### src/rtl/fifo_ctrl_if.sv
// Handshake and RAM-control bundle for fifo_ctrl.
// slave: the controller side; master: the producer/consumer/testbench side.
interface fifo_ctrl_if #(
    parameter int depth_log2_p = 2
);
    logic                    valid_i;
    logic                    ready_o;
    logic                    valid_o;
    logic                    ready_i;
    logic                    mem_we_o;
    logic [depth_log2_p-1:0] mem_waddr_o;
    logic [depth_log2_p-1:0] mem_raddr_o;
    logic [depth_log2_p:0]   count_o;
    logic                    full_o;
    logic                    empty_o;
    logic                    almost_full_o;

    modport slave (
        input  valid_i, ready_i,
        output ready_o, valid_o, mem_we_o, mem_waddr_o, mem_raddr_o,
               count_o, full_o, empty_o, almost_full_o
    );

    modport master (
        output valid_i, ready_i,
        input  ready_o, valid_o, mem_we_o, mem_waddr_o, mem_raddr_o,
               count_o, full_o, empty_o, almost_full_o
    );
endinterface

### src/rtl/fifo_ctrl.sv
// FIFO pointer/occupancy controller for an external 1r1w RAM with async read.
// Optional almost-full flag compiled in with macro FIFO_CTRL_ALMOST_FULL_EN;
// without it almost_full_o is tied low and the port list is unchanged.
module fifo_ctrl #(
    parameter int depth_log2_p         = 2,
    parameter int almost_full_margin_p = 1
) (
    input logic       clk_i,
    input logic       reset_i,
    fifo_ctrl_if.slave bus
);
    localparam int DEPTH = 1 << depth_log2_p;
    localparam logic [depth_log2_p:0] FULL_CNT = (depth_log2_p + 1)'(DEPTH);

    // Reject illegal parameter combinations at elaboration.
    if (depth_log2_p < 1 || depth_log2_p > 8 ||
        almost_full_margin_p < 1 || almost_full_margin_p > DEPTH) begin : g_bad_cfg
        $error("fifo_ctrl: illegal depth_log2_p / almost_full_margin_p");
    end

    logic [depth_log2_p-1:0] wptr_q, wptr_d;
    logic [depth_log2_p-1:0] rptr_q, rptr_d;
    logic [depth_log2_p:0]   count_q, count_d;
    logic full, empty, ready, valid, wr_fire, rd_fire;

    // Flags come from the registered count only, so ready/valid have no
    // combinational path from the opposite side's handshake.
    assign full    = (count_q == FULL_CNT);
    assign empty   = (count_q == '0);
    assign ready   = ~full;
    assign valid   = ~empty;
    assign wr_fire = bus.valid_i & ready;
    assign rd_fire = valid & bus.ready_i;

    assign bus.ready_o     = ready;
    assign bus.valid_o     = valid;
    assign bus.full_o      = full;
    assign bus.empty_o     = empty;
    assign bus.count_o     = count_q;
    assign bus.mem_waddr_o = wptr_q;
    assign bus.mem_raddr_o = rptr_q;
    // A write in the reset cycle would land in RAM with state about to be
    // discarded, so the strobe is masked.
    assign bus.mem_we_o    = wr_fire & ~reset_i;

`ifdef FIFO_CTRL_ALMOST_FULL_EN
    localparam int AF_INT = DEPTH - almost_full_margin_p;
    localparam logic [depth_log2_p:0] AF_TH = (depth_log2_p + 1)'(AF_INT);
    assign bus.almost_full_o = (count_q >= AF_TH);
`else
    assign bus.almost_full_o = 1'b0;
`endif

    // Next-state: pointers wrap naturally at their width; count moves only
    // when exactly one side fires.
    always_comb begin
        wptr_d  = wptr_q;
        rptr_d  = rptr_q;
        count_d = count_q;
        if (wr_fire) wptr_d = wptr_q + depth_log2_p'(1);
        if (rd_fire) rptr_d = rptr_q + depth_log2_p'(1);
        case ({wr_fire, rd_fire})
            2'b10:   count_d = count_q + (depth_log2_p + 1)'(1);
            2'b01:   count_d = count_q - (depth_log2_p + 1)'(1);
            default: count_d = count_q;
        endcase
    end

    // State registers with synchronous reset that overrides any handshake.
    always_ff @(posedge clk_i) begin
        if (reset_i) begin
            wptr_q  <= '0;
            rptr_q  <= '0;
            count_q <= '0;
        end else begin
            wptr_q  <= wptr_d;
            rptr_q  <= rptr_d;
            count_q <= count_d;
        end
    end
endmodule

### src/flat_wrapper.sv
// flat-port wrapper written by rule: the top's interface ports become plain ports
module fifo_ctrl_flat 
#(
    parameter int depth_log2_p         = 2,
    parameter int almost_full_margin_p = 1
)
  (clk_i, reset_i, bus_valid_i, bus_ready_i, bus_ready_o, bus_valid_o, bus_mem_we_o, bus_mem_waddr_o, bus_mem_raddr_o, bus_count_o, bus_full_o, bus_empty_o, bus_almost_full_o);
  fifo_ctrl_if #(.depth_log2_p(depth_log2_p)) bus_i ();
  input logic clk_i;
  input logic reset_i;
  input wire logic [$bits(bus_i.valid_i)-1:0] bus_valid_i;
  input wire logic [$bits(bus_i.ready_i)-1:0] bus_ready_i;
  output wire logic [$bits(bus_i.ready_o)-1:0] bus_ready_o;
  output wire logic [$bits(bus_i.valid_o)-1:0] bus_valid_o;
  output wire logic [$bits(bus_i.mem_we_o)-1:0] bus_mem_we_o;
  output wire logic [$bits(bus_i.mem_waddr_o)-1:0] bus_mem_waddr_o;
  output wire logic [$bits(bus_i.mem_raddr_o)-1:0] bus_mem_raddr_o;
  output wire logic [$bits(bus_i.count_o)-1:0] bus_count_o;
  output wire logic [$bits(bus_i.full_o)-1:0] bus_full_o;
  output wire logic [$bits(bus_i.empty_o)-1:0] bus_empty_o;
  output wire logic [$bits(bus_i.almost_full_o)-1:0] bus_almost_full_o;
  assign bus_i.valid_i = bus_valid_i;
  assign bus_i.ready_i = bus_ready_i;
  assign bus_ready_o = bus_i.ready_o;
  assign bus_valid_o = bus_i.valid_o;
  assign bus_mem_we_o = bus_i.mem_we_o;
  assign bus_mem_waddr_o = bus_i.mem_waddr_o;
  assign bus_mem_raddr_o = bus_i.mem_raddr_o;
  assign bus_count_o = bus_i.count_o;
  assign bus_full_o = bus_i.full_o;
  assign bus_empty_o = bus_i.empty_o;
  assign bus_almost_full_o = bus_i.almost_full_o;
  fifo_ctrl #(.depth_log2_p(depth_log2_p), .almost_full_margin_p(almost_full_margin_p)) u_core (.clk_i(clk_i), .reset_i(reset_i), .bus(bus_i));
endmodule
### config.mk
export PLATFORM = sky130hd
export DESIGN_NAME = fifo_ctrl_flat
export DESIGN_NICKNAME = d
export VERILOG_FILES = /design/src/rtl/fifo_ctrl_if.sv /design/src/rtl/fifo_ctrl.sv /design/src/flat_wrapper.sv
export SDC_FILE = /design/constraint.sdc
export NUM_CORES = 1
export LEC_CHECK = 0
export CAP_MARGIN = 40
export CORE_AREA = 2 2 39 41
export CTS_CLUSTER_SIZE = 12
export DETAILED_ROUTE_END_ITERATION = 8
export DIE_AREA = 0 0 41 43
export MAX_ROUTING_LAYER = met4
export PLACE_DENSITY = 0.64
export SYNTH_ARGS = -nofsm -noshare
export SYNTH_HDL_FRONTEND = slang
export SYNTH_SLANG_ARGS = --single-unit
### constraint.sdc
create_clock -name clk_i -period 5.6 [get_ports clk_i]
set_input_delay 1.12 -clock clk_i [delete_from_list [all_inputs] [get_ports clk_i]]
set_output_delay 1.12 -clock clk_i [all_outputs]
set_load 0.02 [all_outputs]
==> impl_results.md, run 1 <==
- Status: finished clean
- Mapped Avg Cell Area: 8.67 µm²
- H-tree levels: 1
- Max Freq: 0.278 GHz
- Register area: 140 µm²
- Worst endpoint required time: 4480 ps
- Final Max Slew Viols: 0
- DP Area: 549 µm²
- TritonCTS sink count: 7
- Total wire length: between 700 and 800 µm
- Total grt overflow: 0
- Power Dens Cells: 572 nW/µm²
- Fill cells: 158
- CTS tree: done
- Worst setup path class: in2out
- Num ports: 17
- Tmin final: about 3600 ps
- Clock group share of total power: between 10% and 20%
- Total power: 0.329 mW
- Total GRT Usage: 10.4%
- Clk_skew: 2.06 ps
- Max stage delay on crit path: 610 ps
- Area of the multi-input gates: about 220 µm²
- Post-synth EDFFs: 0
- Top cell type's share of synthesized area: 35.9%
- Syn nets: 51
- Yosys warning count: 0
- Vias per cell: 4.51
- Synth Flop Type: dfxtp_1
- Final WS setup: 2010 ps
- Total CTS buffers: 3
- Largest net degree at the start of global routing: 11
- Site row count: 14
- Worst Hold Class: reg2reg
- Hold Startpoint: u_core.bus.mem_raddr_o[1]
- CP cell instances: clkdlybuf4s50_1, nor2_1, clkdlybuf4s50_1
- Worst Setup End Kind: output pin
- Switching share of power: 42.0%
- Die Area: between 1500 and 2000 µm²
- Worst Setup SP: reset_i
- Internal: roughly 0.19 mW
- Reg power frac: roughly a quarter
- Ys async rst share: 0%
- Register area share after synthesis: 35.9%
- Post-DP HPWL: 595 µm
- Worst setup SP type: primary input
- Drt first pass iters: 4
- CP dominant cell by count: clkdlybuf4s50_1
- TNS Setup: 0 ps
- CTS resizes: 0
- Port-buffer cells: 15
- Initial Util: 28.2%
- Routed Antenna Nets: 0
- Routability cong.: 0.720
- Mapped Area: ~390 µm²
- ANT cells: 0
- Max-cap violations: 0
- Yosys cell types: 22
- Synth area leader: dfxtp_1
- Delay-heaviest family, CP: buffers and inverters
- DRC Markers: 0
- First-pass GRT wire length: about 1200 µm
- Fin cells: 78
- Final Hold Fails: 0
- Area contributors post-synth: dfxtp_1 36%, nor2_1 6.7%, xor2_1 6.7%
- Chip height: 43 µm
- Comb power frac: 60.0%
- Root buffer cell: clkbuf_4
- Core footprint: 1380 µm²
- Detailed-route via count: 352
- P_leak: 0.239 nW
- Max Fanout on Critical Path: 10
- Clock latency on the worst-skew pair: 250 ps
- Sw power: 0.138 mW
- Final instance area: 576 µm²
- Buf+Inv Stages, Crit Path: 2
- Worst-path clk slew: around 50 ps
- FF-to-FF Start: u_core.bus.count_o[2]
- Worst vdd ir: 0.164 mV
- Die X: 41 µm
- Crit path DAT: 2470 ps
- CTS max path bufs: 2
- Yosys reg bits: 7
- Final Cycle Share: 64.1%
- Placed insts: 74
- Initial antenna violation count: 0
- Drt wl/cell: about 10 µm
- Syn Inst Count: 45
- Unrepaired setup endpoints after global routing: false
- Iter 0 DRT Violations: 10
- CTS Hold Bufs: 0
- Area growth, synth to finish: 47.4%
- Top cells by count, synth: 7 x dfxtp_1, 7 x nor2_1, 5 x inv_1, 3 x a21oi_1, 3 x xor2_1
- Final net count: 69
- Slowest-stage cell, CP: clkdlybuf4s50_1
- Layout cells sized above 1: 14.5%
- Finish-stage setup viols: 0
- Vias in the first global route: 282
- Postcts setup bufs: 0
- DP Worst Slack: roughly 2000 ps
==> final timing paths <==
kind / endpoint / slack (ps) / depth (start not counted)
worst max-delay path: bus_mem_we_o / 2010 / 3
worst min register to register: u_core.bus.mem_raddr_o[1] / 490 / 2
worst max register to register: u_core.bus.count_o[2] / 3370 / 8
worst min-delay path: u_core.bus.mem_raddr_o[1] / 490 / 2
==> routing by layer <==
layer / up-vias / GRT usage [%] / part of all wire, %
li1: 176 / - / -
met1: 156 / 12.6 / 46
met2: 18 / 13.8 / 41
met3: 2 / 3.14 / 11
met4: 0 / 8.00 / 2.2
met5: - / - / 0
==> cell type report <==
cell class	count	area share (%)
Inverter	6	3.91
Tap cell	16	3.48
Timing Repair Buffer	15	26.1
Multi-Input combinational cell	30	37.6
Clock buffer	4	4.57
Sequential cell	7	24.3
==> state kept, by name (all words and copies together), names as in the netlist <==
signal	cells
u_core.bus.count_o	3
u_core.bus.mem_raddr_o	2
u_core.bus.mem_waddr_o	2
==> metrics by stage <==
stage / hold slack [ps] / util, %
after global routing: 539 / 41.6
after CTS: 494 / 41.6
final: 489 / 41.6
after global placement: 484 / 39.7
after detailed placement: 486 / 39.7
after floorplan: 558 / -
==> cell families (layout without fill, tap and decap cells) <==
| family | count (synthesis) | count (layout) | share of synthesized area (%) |
|---|---|---|---|
| and+or+nand+nor | 16 | 16 | 25.3 |
| buffers and inverters | 8 | 25 | 8.65 |
| DFF | 7 | 7 | 35.9 |
| AOI/OAI and AO/OA | 6 | 6 | 8.33 |
| xor gates and xnor gates | 3 | 3 | 6.73 |
| adders and majority gates | 2 | 2 | 8.33 |
| muxes | 2 | 2 | 5.77 |
| other | 1 | 1 | 0.961 |
==> cells in the final DEF, fill, tap and decap left out, drive strengths merged <==
master / n
fa: 1
mux2: 2
nand2: 2
or3: 3
a21oi: 3
nor2b: 2
nand3: 1
nor2: 7
ha: 1
o31ai: 1
inv: 6
conb: 1
clkbuf: 4
or3b: 1
clkdlybuf4s50: 15
o21ai: 2
dfxtp: 7
xor2: 3
==> power groups by stage <==
stage	logic, mW	clock network (mW)	registers, mW
finish	0.197	0.0456	0.0860
global route	0.218	0.0518	0.0890
CTS	0.199	0.0489	0.0856
detailed placement	0.198	0	0.0869
global placement	0.194	0	0.0868
floorplan	0.103	0	0.103
==> tightest hold or removal path: cells and delay by family, from the launching register on <==
family	cells	cell delay (ps)
AOI/OAI and AO/OA	2	130
DFF	1	310
(Power assumes the default switching activity.)
==> run 2: changes to the inputs <==
Clock period 5.6 ns to 3.38 ns, I/O delays scaled along.
==> results of run 2 <==
The final DEF is identical to that of run 1. Status: finished clean.
Main changes from that run: setup slack after placement 2010 ps -> 673 ps; setup slack after layout 2010 ps -> 677 ps; register-to-register setup slack 3370 ps -> 1150 ps; total power 0.329 mW -> 0.545 mW; worst IR drop on VDD 0.164 mV -> 0.271 mV
==> run 3: changes to the inputs <==
Settings changed: PLACE_DENSITY 0.64 to 0.66.
Clock period 3.38 ns to 2.2 ns, I/O delays scaled along.
==> run 3 against run 2 <==
  * Clock skew rose by 3.9 ps
  * Clock power is 52% higher
  * Non-clock buffer count rose by 6
  * Power is 70% higher
  * Largest power group unchanged
  * Highest routed layer unchanged
==> impl_results.md, run 3 (same netlist as run 1, synthesis figures left out) <==
- Initial antenna violation count: 0 (unchanged)
- Power Dens Cells: 1420 nW/µm² (was 947 nW/µm²)
- Clk_skew: 5.97 ps (was 2.06 ps)
- Final Max Slew Viols: 0 (unchanged)
- Finish-stage setup viols: 0 (unchanged)
- First-pass GRT wire length: 1370 µm (was 1170 µm)
- Clock latency on the worst-skew pair: 250 ps (about the same)
- Initial Util: 28.2% (unchanged)
- Total power: 0.927 mW (was 0.545 mW)
- DP Area: 588 µm² (was 549 µm²)
- Slowest-stage cell, CP: clkdlybuf4s50_1 (unchanged)
- Tmin final: 2150 ps
- TNS Setup: 0 ps (unchanged)
- Hold WS: 493 ps (was 489 ps)
- Num ports: 17 (unchanged)
- Worst-path clk slew: 60 ps (was 50 ps)
- Total GRT Usage: 11.9% (was 10.4%)
- Post-layout util: 47.2% (was 41.6%)
- Routed Antenna Nets: 0 (unchanged)
- R2R depth: 8 (unchanged)
- Delay-heaviest family, CP: buffers and inverters (unchanged)
- CTS Hold Bufs: 0 (unchanged)
- Final net count: 75 (was 69)
- End of the worst register-to-register path: u_core.bus.count_o[2] (unchanged)
- CTS tree: done (unchanged)
- CP cell instances: clkdlybuf4s50_1, o31ai_1, inv_1, ha_4, inv_1, fa_2, xor2_1, or3_4, a21oi_2 (was clkdlybuf4s50_1, nor2_1, clkdlybuf4s50_1)
- Die X: 41 µm (unchanged)
- Final WS setup: 52.5 ps (was 677 ps)
- Root buffer cell: clkbuf_4 (unchanged)
- Hold Startpoint: u_core.bus.mem_raddr_o[1] (unchanged)
- DP Worst Slack: -170 ps (was 673 ps)
- Final instance area: 653 µm² (was 576 µm²)
- Site row count: 14 (unchanged)
- Port-buffer cells: 15 (unchanged)
- Area growth, synth to finish: 67.3% (was 47.4%)
- Worst vdd ir: 0.731 mV (was 0.271 mV)
- Max reg flops: 3 (unchanged)
- Final Cycle Share: 97.6%
- R2R Setup Slk: 60 ps (was 1150 ps)
- Worst Setup End Kind: flop (was output pin)
- Die Area: 1760 µm² (unchanged)
- Vias in the first global route: 372 (was 282)
- Crit path DAT: 2320 ps (was 2030 ps)
- Fin cells: 84 (was 78)
- Worst Hold Class: reg2reg (unchanged)
- P_leak: 0.291 nW (was 0.239 nW)
- Post-DP HPWL: 633 µm (was 595 µm)
- WHS Endpoint: u_core.bus.mem_raddr_o[1] (unchanged)
- TritonCTS sink count: 7 (unchanged)
- WHS Path Cells: 2 (unchanged)
- Chip height: 43 µm (unchanged)
- Drt wl/cell: 10.2 µm (was 9.73 µm)
- Vias per cell: 4.39 (was 4.51)
- H-tree levels: 1 (unchanged)
- Max Fanout on Critical Path: 2 (was 10)
- Placed insts: 79 (was 74)
- Status: finished clean (unchanged)
- Total wire length: 857 µm (was 759 µm)
- CP dominant cell by count: inv_1 (was clkdlybuf4s50_1)
- Total CTS buffers: 3 (unchanged)
- Most common cell after layout, fill and taps aside: clkdlybuf4s50_1 (unchanged)
- Worst setup SP type: primary input (unchanged)
- ANT cells: 0 (unchanged)
- Max stage delay on crit path: 480 ps (was 610 ps)
- Layout cells sized above 1: 29.4% (was 14.5%)
- Max-cap violations: 0 (unchanged)
- Worst endpoint required time: 2370 ps (was 2700 ps)
- CTS max path bufs: 2 (unchanged)
- Final Hold Fails: 0 (unchanged)
- Detailed-route via count: 369 (was 352)
- FF-to-FF Start: u_core.bus.count_o[2] (unchanged)
- Worst setup path class: in2reg (was in2out)
- Buf+Inv Stages, Crit Path: 3 (was 2)
- Max Freq: approximately 0.47 GHz
- Drt first pass iters: 1 (was 4)
- DRC Markers: 0 (unchanged)
- Largest net degree at the start of global routing: 10 (was 11)
- Iter 0 DRT Violations: 0 (was 10)
- Routability cong.: 0.766 (was 0.720)
- Total grt overflow: 0 (unchanged)
- Commonest non-fill, non-tap cells in the layout: 13 x clkdlybuf4s50_1, 7 x nor2_1, 6 x buf_4, 6 x dfxtp_1, 5 x inv_1 (was 15 x clkdlybuf4s50_1, 7 x nor2_1, 7 x dfxtp_1)
- Core footprint: 1380 µm² (unchanged)
[run 3: power by group]
part | internal, mW | total, mW | switching (mW)
Combinational | 0.312 | 0.609 | 0.297
Sequential | 0.172 | 0.202 | 0.0307
Clock | 0.0692 | 0.115 | 0.0463
[run 3: worst max path at each step]
stage                            endpoint  depth (start not counted)  slack [ps]                  start
finish              u_core.bus.count_o[2]                          9          50            bus_ready_i
CTS                          bus_mem_we_o                          4           9            bus_valid_i
detailed placement  u_core.bus.count_o[2]                          9        -170            bus_ready_i
global placement    u_core.bus.count_o[2]                          9        -120            bus_ready_i
global route        u_core.bus.count_o[2]                          9         -20            bus_ready_i
floorplan           u_core.bus.count_o[2]                          8         0.3  u_core.bus.count_o[1]
[run 3: final cells by class]
cell class / count / area, µm²
Fill cell: 140 / 731
Multi-Input combinational cell: 30 / 240
Timing Repair Buffer: 21 / 200
Sequential cell: 7 / 144
Clock buffer: 4 / 26.3
Inverter: 6 / 22.5
Tap cell: 16 / 20.0
[run 3: what timing repair did]
item	in CTS	in global routing
setup endpoints to repair	0	4
gates resized for setup	0	8
setup buffers	0	1
[run 3: worst min-delay path, delay by kind of cell, from the launching register on]
kind | cells | cell delay (ps)
AO/OA/AOI/OAI | 2 | 140
flip-flops | 1 | 310
[run 3: layer usage]
metal / part of all wire, % / global-route usage [%] / vias to the layer above
li1: - / - / 187
met1: 40 / 13.0 / 167
met2: 52 / 17.8 / 13
met3: 6.0 / 3.14 / 2
met4: 1.6 / 8.00 / 0
met5: 0 / - / -
